<file path="src/rtl/serdes_rx_deframer.sv">
// rtl/serdes_rx_deframer.sv - RX byte-stream deframer with commit/rollback payload FIFO
// Optional abort statistics counter enabled by SERDES_DEFRAMER_STATS_EN.
module serdes_rx_deframer #(
  parameter int          FIFO_DEPTH = 16,
  parameter logic [7:0]  SOF_BYTE   = 8'hA5,
  parameter int          MAX_LEN    = 16
) (
  input  logic       CLOCK_50,
  input  logic       reset,
  input  logic [7:0] rxData,
  input  logic       rxValid,
  input  logic       errRX,
  input  logic       invalidData,
  input  logic       wrongRD,
  input  logic       rdReq,
  output logic [7:0] fifoData,
  output logic       fifoEmpty,
  output logic       fifoFull,
  output logic       frameDone,
  output logic       frameErr,
  output logic [7:0] errCount
);

  localparam int              AW        = $clog2(FIFO_DEPTH);
  localparam int              PW        = AW + 1;
  localparam logic [PW-1:0]   DEPTH_P   = PW'(FIFO_DEPTH);
  localparam logic [7:0]      MAX_LEN_B = 8'(MAX_LEN);

  typedef enum logic [2:0] {S_IDLE, S_LEN, S_PAYLOAD, S_CSUM, S_ABORT} state_t;

  state_t        state, state_nxt;
  logic [PW-1:0] rd_ptr, wr_ptr, commit_ptr;
  logic [7:0]    csum, remaining;
  logic [7:0]    mem [FIFO_DEPTH];
  logic          done_q;
  logic          bad, do_read, do_len, do_write, do_commit, do_abort;

  assign bad       = errRX | invalidData | wrongRD;
  assign fifoEmpty = (rd_ptr == commit_ptr);
  // Full counts uncommitted bytes too: they occupy real slots until rollback.
  assign fifoFull  = ((wr_ptr - rd_ptr) == DEPTH_P);
  assign fifoData  = fifoEmpty ? 8'h00 : mem[rd_ptr[AW-1:0]];
  assign do_read   = rdReq & ~fifoEmpty;
  assign frameDone = done_q;
  assign frameErr  = (state == S_ABORT);

  always_comb begin
    state_nxt = state;
    do_len    = 1'b0;
    do_write  = 1'b0;
    do_commit = 1'b0;
    do_abort  = 1'b0;
    case (state)
      S_IDLE: begin
        if (rxValid && !bad && rxData == SOF_BYTE) state_nxt = S_LEN;
      end
      S_LEN: begin
        if (rxValid) begin
          if (bad || rxData == 8'h00 || rxData > MAX_LEN_B) begin
            do_abort = 1'b1;
          end else begin
            do_len    = 1'b1;
            state_nxt = S_PAYLOAD;
          end
        end
      end
      S_PAYLOAD: begin
        if (rxValid) begin
          if (bad || fifoFull) begin
            do_abort = 1'b1;
          end else begin
            do_write = 1'b1;
            if (remaining == 8'd1) state_nxt = S_CSUM;
          end
        end
      end
      S_CSUM: begin
        if (rxValid) begin
          if (!bad && rxData == csum) begin
            do_commit = 1'b1;
            state_nxt = S_IDLE;
          end else begin
            do_abort = 1'b1;
          end
        end
      end
      S_ABORT:  state_nxt = S_IDLE;
      default:  state_nxt = S_IDLE;
    endcase
    if (do_abort) state_nxt = S_ABORT;
  end

  always_ff @(posedge CLOCK_50) begin
    if (reset) begin
      state      <= S_IDLE;
      rd_ptr     <= '0;
      wr_ptr     <= '0;
      commit_ptr <= '0;
      csum       <= 8'h00;
      remaining  <= 8'h00;
      done_q     <= 1'b0;
    end else begin
      state  <= state_nxt;
      done_q <= do_commit;
      if (do_read) rd_ptr <= rd_ptr + 1'b1;
      if (do_len) begin
        remaining <= rxData;
        csum      <= 8'h00;
      end
      if (do_write) begin
        wr_ptr    <= wr_ptr + 1'b1;
        csum      <= csum + rxData;
        remaining <= remaining - 8'd1;
      end
      if (do_abort)  wr_ptr     <= commit_ptr;
      if (do_commit) commit_ptr <= wr_ptr;
    end
  end

  always_ff @(posedge CLOCK_50) begin
    if (!reset && do_write) mem[wr_ptr[AW-1:0]] <= rxData;
  end

`ifdef SERDES_DEFRAMER_STATS_EN
  logic [7:0] err_cnt;
  always_ff @(posedge CLOCK_50) begin
    if (reset)                             err_cnt <= 8'h00;
    else if (do_abort && err_cnt != 8'hFF) err_cnt <= err_cnt + 8'd1;
  end
  assign errCount = err_cnt;
`else
  assign errCount = 8'h00;
`endif

endmodule

</file>
<file path="config.mk">
export PLATFORM = sky130hd
export DESIGN_NAME = serdes_rx_deframer
export DESIGN_NICKNAME = d
export VERILOG_FILES = /design/src/rtl/serdes_rx_deframer.sv
export SDC_FILE = /design/constraint.sdc
export NUM_CORES = 1
export LEC_CHECK = 0
export CAP_MARGIN = 10
export CORE_ASPECT_RATIO = 0.9
export CORE_MARGIN = 2
export CORE_UTILIZATION = 32
export DETAILED_ROUTE_END_ITERATION = 12
export GPL_ROUTABILITY_DRIVEN = 0
export GPL_TIMING_DRIVEN = 0
export SLEW_MARGIN = 20
export SYNTH_ARGS = -nofsm -noshare
export SYNTH_HDL_FRONTEND = slang
export SYNTH_SLANG_ARGS = --single-unit
</file>
<file path="constraint.sdc">
create_clock -name CLOCK_50 -period 3.9 [get_ports CLOCK_50]
set_input_delay 0.39 -clock CLOCK_50 [delete_from_list [all_inputs] [get_ports CLOCK_50]]
set_output_delay 0.39 -clock CLOCK_50 [all_outputs]
set_load 0.02 [all_outputs]
</file>
=== Word-level counts from Yosys, hierarchy flattened ===
Memories as Yosys holds them, arrays and structs flattened. A register that Yosys moved wholly into a read port is not among the register bits.
Index checks and enable logic that the tools add are counted.
W data, S select, Z words.

* Bits in latches: 0
* RAM bits: 128
* Bits in registers: 35
* Memories: 1
* Memory bits (read-only): 0

{| class="wikitable"
|+ Memory list
! memory !! depth !! width !! rd ports !! clocked after Yosys merged registers in !! wr ports !! line !! text
|-
| mem || 16 || 8 || 1 || 1 || 1 || 34 || <nowiki>logic [7:0] mem [FIFO_DEPTH];</nowiki>
|}

* Bitwise operators: 4
* Magnitude comparators: 1
* Divide/modulo/power cells: 0
* Multipliers: 0
* Shift operators: 0
* Reductions and logical operators: 16
* Multiplexer cells: 37
* Equal/unequal tests: 25
* Add/subtract/negate cells: 5

{| class="wikitable"
|+ Operators by type and width
! operator !! number
|-
| $mux W8 || 5
|-
| $mux W3 || 9
|-
| $ne A3 B3 Y1 const B || 8
|-
| $mux W1 || 17
|-
| $ne A2 B2 Y1 const B || 8
|-
| $reduce_and A8 Y1 || 2
|-
| $pmux W3 S4 || 1
|-
| $add A5 B1 Y5 const B || 2
|-
| $mux W5 || 2
|-
| $add A8 B8 Y8 || 1
|-
| $eq A8 B1 Y1 const B || 1
|-
| $eq A8 B8 Y1 || 1
|-
| $eq A8 B8 Y1 const B || 1
|-
| $gt A8 B5 Y1 const B || 1
|-
| $logic_not A8 Y1 || 1
|-
| $mux W4 || 2
|-
| $sub A8 B1 Y8 const B || 1
|-
| $eq A3 B2 Y1 const B || 2
|-
| $eq A5 B5 Y1 || 1
|-
| $eq A5 B5 Y1 const B || 1
|-
| $sub A5 B5 Y5 || 1
|-
| $logic_and A1 B1 Y1 || 4
|-
| $reduce_bool A2 Y1 || 2
|-
| $eq A3 B1 Y1 const B || 1
|-
| other kinds (9) || 13
|}

=== Longest topological paths before layout ===
Gate-level depths: netlist of run 1.

* Depth in word-level cells: 9
* Depth in mapped cells: 10
* Gate-level depth less buffers: 8

=== Worst setup path after synthesis of run 1 ===
Ideal clock, no wire load.

* Kind: reg-to-reg
* Start: register rd_ptr[3]
* End: memory mem[3][0] (enable)
* Slack: 991 ps
* Arrival time: 2525 ps
* Setup time: 383 ps
* Stages on the path, launching flop included: 11
* Path through: dfxtp_1 inv_1 ha_1 nor2_1 xnor2_1 a211oi_1 buf_2 nor3_1 clkbuf_1 nand2_1 nor3_1

* Cells in the longest elaborated chain, start to end: 9

{| class="wikitable"
|+ RTL lines
! element !! line !! text
|-
| start: declaration || 32 || <nowiki>logic [PW-1:0] rd_ptr, wr_ptr, commit_ptr;</nowiki>
|-
| start signal: assignment || 105 || <nowiki>if (do_read) rd_ptr <= rd_ptr + 1'b1;</nowiki>
|-
| $sub A5 B5 Y5 || 41 || <nowiki>assign fifoFull = ((wr_ptr - rd_ptr) == DEPTH_P);</nowiki>
|-
| $eq A5 B5 Y1 || 41 ||
|-
| net fifoFull || 18 || <nowiki>output logic fifoFull,</nowiki>
|-
| $logic_or A1 B1 Y1 || 69 || <nowiki>if (bad || fifoFull) begin</nowiki>
|-
| $mux W1 || 69 ||
|-
| $mux W1 || 68 || <nowiki>if (rxValid) begin</nowiki>
|-
| $mux W1 || 53 || <nowiki>case (state)</nowiki>
|-
| $logic_and A1 B1 Y1 || 121 || <nowiki>if (!reset && do_write) mem[wr_ptr[AW-1:0]] <= rxData;</nowiki>
|-
| $mux W1 || 121 ||
|-
| $mux W1 (implied by the code) || 121 ||
|-
| end: declaration || 34 ||
|}

The timed path passes the listed nets, and every way through them passes these cells.

==> flow_metrics.env, run 1 <==
export IMPL_yosysMostFrequentCell="edfxtp_1"
export IMPL_hold_violations=0
export IMPL_outcome="completed"
export IMPL_final_nets=581
export IMPL_coreArea_mm2=0.0225
export IMPL_yosysUniqueCellTypes=57
export IMPL_cts_buffer_depth=2
export IMPL_clkSlewWorstSetupHoldPaths_ns=0.06
export IMPL_fp_dieW_um=164
export IMPL_synth_top_area_share_pct=52.2
export IMPL_remaining_drc_errors=0
export IMPL_cts_made_buffers=17
export IMPL_cts_tree="yes"
export IMPL_synth_largest_area_cell="edfxtp_1"
export IMPL_pre_cts_ws_ns=0.341
export IMPL_yosysSeqAreaShare_pct=62.8
export IMPL_rsz0062_at_grt="false"
export IMPL_critical_path_class="flop to output pin"
export IMPL_clkLatencyLatePin_ns=0.42
export IMPL_vias=4378
export IMPL_rows=52
export IMPL_period_share_pct=93.4
export IMPL_num_fill_cells=2141
export IMPL_port_buffers=26
export IMPL_drtIter0Drc=413
export IMPL_grtUsageMet1_pct=19.2
export IMPL_ys_warn_count=0
export IMPL_grt_pass1_wl_mm=25.1
export IMPL_synth_edff_count=128
export IMPL_end_kind="output pin"
export IMPL_die_area_mm2=0.0242
export IMPL_dr_pass1_iters=5
export IMPL_setup_worst_path_start_class="flop"
export IMPL_pin_count=35
export IMPL_syn_area_mm2=0.00736
export IMPL_synthFlopType="edfxtp_1"
export IMPL_max_freq_mhz=275
export IMPL_antenna_found_initial=0
export IMPL_timing_setup_tns_ns=0
export IMPL_met2_usage_pct=22.0
export IMPL_grtUsageMet3_pct=3.40
export IMPL_setup_ws_ns=0.258
export IMPL_fin_crit_ns=3.64
export IMPL_cts_sinks=167
export IMPL_tightest_slew_ns=0.937
export IMPL_fp_dieH_um=148
export IMPL_cp_data_arrival_time_ns=3.25
export IMPL_drive_above_1_share_pct=16.5
export IMPL_grt_max_degree=22
export IMPL_grt_overflow=0
export IMPL_timing_clock_skew_ns=0.00668
export IMPL_total_power_w=0.00375
export IMPL_synth_area_leaders="edfxtp_1 (52%), mux4_2 (12%), dfxtp_1 (11%)"
export IMPL_grt_use_total_pct=14.1
export IMPL_hold_path_class="flop to flop"
export IMPL_p_leak_nw=2.78
export IMPL_cts_hold_buf=0
export IMPL_antenna_cells=0
export IMPL_start_util_pct=32.7
export IMPL_ir_drop_uv=244
export IMPL_whs_ns=0.468
export IMPL_ys_ff_latch=167
export IMPL_post_cts_setup_buffer_count=0
export IMPL_power_density_mw_per_mm2=437
export IMPL_synth_area_per_cell_um2=14.9
export IMPL_wl_per_cell_um=19.1
export IMPL_synthTopCellsByCount="edfxtp_1 (128), mux4_2 (40), dfxtp_1 (39)"
export IMPL_cts_resized=0
export IMPL_drv_slew=0
export IMPL_wl_mm=16.3
export IMPL_path_max_fanout=10
export IMPL_maxSlewHeadroom_pct=37.3
export IMPL_syn_to_final_growth_pct=16.7
export IMPL_via_per_inst=5.12
export IMPL_first_global_vias=4361
export IMPL_htreeDepth=4
export IMPL_synth_async_sr_flop_share_pct=0
export IMPL_dpl_hpwl_mm=10.9
export IMPL_setup_violations=0
export IMPL_ant_nets=0
export IMPL_required_ns=3.51
export IMPL_drv_cap=0
export IMPL_syn_inst=494
export IMPL_cts_root_buf="clkbuf_16"
export IMPL_top_usage_layer="met2"
worst max-delay path: stages, from the launching register on:
cell and delay [ns]:
dfxtp_1 0.31, clkbuf_1 0.26, buf_2 0.42, mux4_2 0.62, mux4_2 0.50, nor2b_1 0.15, clkdlybuf4s50_1 0.56
routing by layer:
| layer | vias to the layer above | routed length (um) |
|---|---|---|
| met1 | 2191 | 7610 |
| li1 | 2006 | - |
| met5 | - | 0 |
| met4 | 0 | 282 |
| met3 | 24 | 781 |
| met2 | 157 | 7650 |
kinds of logic (layout without fill, tap and decap cells):
kind of cell	Yosys count	in the layout	synth area share, %
DFF	167	167	62.8
xor gates and xnor gates	21	21	2.50
other	1	8	0.0509
buffers and inverters	43	100	2.80
AOI/OAI and AO/OA	52	52	4.69
muxes	48	48	13.3
and+or+nand+nor	143	143	10.5
adders and majority gates	19	19	3.33
worst paths after layout:
kind	start	slack, ns	end	cells after the start
setup reg to reg	rd_ptr[3]	0.50	mem[15][1]	10
setup / recovery	flop	0.26	fifoData[0]	6
hold reg to reg	csum[2]	0.47	csum[2]	2
hold / removal	csum[2]	0.47	csum[2]	2
cells in the final DEF (no fill, tap or decap), drive strengths merged, types with 3 or more instances in the layout:
master         instances
nor4                   6
nor2                  27
nor2b                 13
clkbuf                30
a211oi                 7
a21oi                 20
o21ai                  4
clkinv                 3
nor3b                  3
dfxtp                 39
or3                    7
nand3                 18
conb                   8
buf                   19
nor3                  15
inv                   15
ha                    18
o211ai                 3
mux4                  40
edfxtp               128
and3                  15
nand4                  3
xnor2                 14
xor2                   7
nand2b                 5
clkdlybuf4s50         26
mux2i                  8
clkinvlp               5
nand2                 20
power breakdown:
part	total (W)	internal, W	switching, W	leakage, nW
clock network	0.00160	0.000933	0.000669	0.258
registers	0.00194	0.00192	0.0000158	1.46
logic	0.000213	0.0000781	0.000135	1.06
state kept, by name, indices dropped and copies added (netlist names), named ones only:
register / flops
frameDone: 1
remaining: 8
wr_ptr: 5
csum: 8
mem: 128
state: 3
rd_ptr: 5
commit_ptr: 5
through the flow:
stage / cells / utilization (%) / instance area, um^2
finish: 855 / 38.2 / 8590
global route: 855 / 38.2 / 8590
CTS: 855 / 38.2 / 8590
detailed placement: 825 / 35.7 / 8030
global placement: 824 / 35.6 / 8020
floorplan: 501 / - / 7390
cell type report:
cell class / count / area (um^2) / area share, %
Inverter: 13 / 48.8 / 0.568
Sequential cell: 167 / 4620 / 53.8
Multi-Input combinational cell: 291 / 2560 / 29.8
Clock buffer: 18 / 429 / 5.00
Timing Repair Buffer: 27 / 268 / 3.12
Buffer: 30 / 158 / 1.84
Clock inverter: 12 / 129 / 1.50
Tap cell: 297 / 372 / 4.33
(Power assumes the default switching activity.)
==> run 2: changes to the inputs <==
--- a/config.mk
+++ b/config.mk
@@ -5,7 +5,7 @@
 export SDC_FILE = /design/constraint.sdc
 export NUM_CORES = 1
 export LEC_CHECK = 0
-export CAP_MARGIN = 10
+export CAP_MARGIN = 30
 export CORE_ASPECT_RATIO = 0.9
 export CORE_MARGIN = 2
 export CORE_UTILIZATION = 32
==> constraint.sdc (replaced) <==
create_clock -name CLOCK_50 -period 4.1 [get_ports CLOCK_50]
set_input_delay 0.41 -clock CLOCK_50 [delete_from_list [all_inputs] [get_ports CLOCK_50]]
set_output_delay 0.41 -clock CLOCK_50 [all_outputs]
set_load 0.02 [all_outputs]
==> results of run 2 <==
The final DEF is identical to that of run 1. Status: completed.
Main changes from that run: setup slack after placement 0.341 ns -> 0.521 ns; setup slack after layout 0.258 ns -> 0.438 ns; register-to-register setup slack 0.50 ns -> 0.70 ns; total power 0.00375 W -> 0.00357 W; worst IR drop on VDD 244 uV -> 232 uV
==> run 3: changes to the inputs <==
--- a/config.mk
+++ b/config.mk
@@ -6,12 +6,15 @@
 export NUM_CORES = 1
 export LEC_CHECK = 0
 export CAP_MARGIN = 30
+export CELL_PAD_IN_SITES_DETAIL_PLACEMENT = 1
+export CELL_PAD_IN_SITES_GLOBAL_PLACEMENT = 2
 export CORE_ASPECT_RATIO = 0.9
 export CORE_MARGIN = 2
 export CORE_UTILIZATION = 32
 export DETAILED_ROUTE_END_ITERATION = 12
 export GPL_ROUTABILITY_DRIVEN = 0
 export GPL_TIMING_DRIVEN = 0
+export PLACE_DENSITY_LB_ADDON = 0.1
 export SLEW_MARGIN = 20
 export SYNTH_ARGS = -nofsm -noshare
 export SYNTH_HDL_FRONTEND = slang
==> run 3 against run 2 <==
Effect of this change:
- first-iteration DRC count down 37%
- combinational power up 4%
- die area unchanged
- final cell count up 0.58%
- wire length up 16%
- largest power group unchanged
- count of clock-buffer cells in the layout unchanged
- non-clock buffer count up 3
==> flow_metrics.env, run 3 (synthesized netlist as in run 1, its figures left out) <==
export IMPL_power_density_mw_per_mm2=429
export IMPL_cp_slowest_cell="mux4_2"
export IMPL_met2_usage_pct=28.3
export IMPL_clkPwrFrac_pct=44.9
export IMPL_hold_violations=0
export IMPL_post_cts_setup_buffer_count=0
export IMPL_final_cell_mix="edfxtp_1 (128), mux4_2 (40), dfxtp_1 (39)"
export IMPL_grt_max_degree=22
export IMPL_cts_buffer_depth=2
export IMPL_clkLatencyLatePin_ns=0.43
export IMPL_timing_clock_skew_ns=0.0129
export IMPL_setup_ws_ns=0.421
export IMPL_end_kind="output pin"
export IMPL_drive_above_1_share_pct=17.4
export IMPL_seq_area_mm2=0.00462
export IMPL_rrSetupSlack_ns=0.70
export IMPL_max_freq_mhz=272
export IMPL_fp_dieH_um=148
export IMPL_multi_input_area_mm2=0.00256
export IMPL_p_seq_share_pct=49.4
export IMPL_worstSetupPathDepth=6
export IMPL_cts_tree="yes"
export IMPL_final_cell_area_mm2=0.00868
export IMPL_netSwitchingFraction_pct=24.0
export IMPL_p_leak_nw=2.84
export IMPL_syn_to_final_growth_pct=18.0
export IMPL_place_area_mm2=0.00804
export IMPL_pin_count=35
export IMPL_final_common_cell="edfxtp_1"
export IMPL_grt_overflow=0
export IMPL_critical_path_class="flop to output pin"
export IMPL_dpl_hpwl_mm=12.7
export IMPL_whs_ns=0.475
export IMPL_ir_drop_uv=183
export IMPL_path_max_fanout=10
export IMPL_via_per_inst=5.09
export IMPL_timing_setup_tns_ns=0
export IMPL_timing_rr_end="mem[15][3]"
export IMPL_final_nets=584
export IMPL_wl_per_cell_um=22.0
export IMPL_cts_made_buffers=17
export IMPL_place_inst=825
export IMPL_grtUsageMet1_pct=22.0
export IMPL_port_buffers=26
export IMPL_remaining_drc_errors=0
export IMPL_min_path_cells=2
export IMPL_num_fill_cells=2329
export IMPL_tightest_slew_ns=0.969
export IMPL_htreeDepth=4
export IMPL_switching_power_w=0.000894
export IMPL_setup_violations=0
export IMPL_dr_pass1_iters=4
export IMPL_critPathTopFamily="buffers and inverters"
export IMPL_maxSlewHeadroom_pct=35.2
export IMPL_first_global_vias=4707
export IMPL_hold_start="csum[3]"
export IMPL_largest_reg_flops=128
export IMPL_antenna_cells=0
export IMPL_cts_resized=0
export IMPL_hold_path_class="flop to flop"
export IMPL_outcome="completed"
export IMPL_drv_cap=0
export IMPL_rows=52
export IMPL_period_share_pct=89.7
export IMPL_die_area_mm2=0.0242
export IMPL_r2r_cells=10
export IMPL_max_stage_delay_ns=0.58
export IMPL_antenna_found_initial=0
export IMPL_clkSlewWorstSetupHoldPaths_ns=0.07
export IMPL_cts_root_buf="clkbuf_16"
export IMPL_fin_crit_ns=3.68
export IMPL_cts_hold_buf=0
export IMPL_drv_slew=0
export IMPL_start_util_pct=32.7
export IMPL_rsz0062_at_grt="false"
export IMPL_cp_num_buf_inv=3
export IMPL_cts_sinks=167
export IMPL_comb_power_share_pct=5.6
export IMPL_hold_end="csum[3]"
export IMPL_power_internal_w=0.00283
export IMPL_vias=4374
export IMPL_ant_nets=0
export IMPL_cp_data_arrival_time_ns=3.27
export IMPL_worstPathCellList="clkbuf_1 -> buf_2 -> mux4_2 -> mux4_2 -> nor2b_1 -> clkdlybuf4s50_1"
export IMPL_grtUsageMet3_pct=2.53
export IMPL_wl_mm=18.9
export IMPL_top_usage_layer="met2"
export IMPL_coreArea_mm2=0.0225
export IMPL_fin_cells=860
export IMPL_grt_use_total_pct=16.6
export IMPL_required_ns=3.69
export IMPL_setup_worst_path_start_class="flop"
export IMPL_drtIter0Drc=262
export IMPL_pre_cts_ws_ns=0.314
export IMPL_fp_dieW_um=164
export IMPL_crit_reg2reg_launch="rd_ptr[3]"
export IMPL_crit_path_frequent_cell="mux4_2"
export IMPL_grt_pass1_wl_mm=29.1
-- run 3: per-stage QoR --
step / utilization, % / power, W
3_5_place_dp: 35.7 / 0.00209
2_1_floorplan: - / 0.00200
6_report: 38.6 / 0.00373
4_1_cts: 38.4 / 0.00376
5_1_grt: 38.6 / 0.00385
3_3_place_gp: 35.6 / 0.00208
-- run 3: how the worst max path moves through the flow --
stage                   to   startpoint  slack [ns]
2_1_floorplan    mem[3][0]    rd_ptr[3]        1.19
3_3_place_gp     mem[3][4]  invalidData       -0.23
3_5_place_dp     wr_ptr[3]    rxData[4]        0.31
4_1_cts        fifoData[2]         flop        0.33
5_1_grt        fifoData[6]         flop        0.22
6_report       fifoData[2]         flop        0.42
-- run 3: area by class of cell --
class / count / area share (%)
Sequential cell: 167 / 53.3
Multi-Input combinational cell: 291 / 29.5
Clock buffer: 18 / 4.94
Tap cell: 297 / 4.28
Timing Repair Buffer: 30 / 3.56
Clock inverter: 14 / 2.08
Buffer: 30 / 1.82
Inverter: 13 / 0.562
-- run 3: power groups by stage --
stage                     sequential (W)  clock (W)  combinational (W)
final                            0.00184    0.00167           0.000210
after floorplan                  0.00188          0           0.000120
after global routing             0.00185    0.00177           0.000235
after CTS                        0.00184    0.00171           0.000210
after global placement           0.00188          0           0.000203
after detailed placement         0.00188          0           0.000209
-- run 3: worst register-to-register path, delay by kind of cell (launching register included) --
family                     cells  cell delay (ns)
xor gates and xnor gates       1             0.13
and+or+nand+nor                4             1.39
DFF                            1             0.42
adders and majority gates      1             0.35
buffers and inverters          3             0.62
AOI/OAI and AO/OA              1             0.11
-- run 3: metal layers --
metal / vias to the layer above / part of all wire [%]
li1: 2015 / -
met1: 2288 / 47
met2: 60 / 50
met3: 11 / 2.3
met4: 0 / 0.88
met5: - / 0
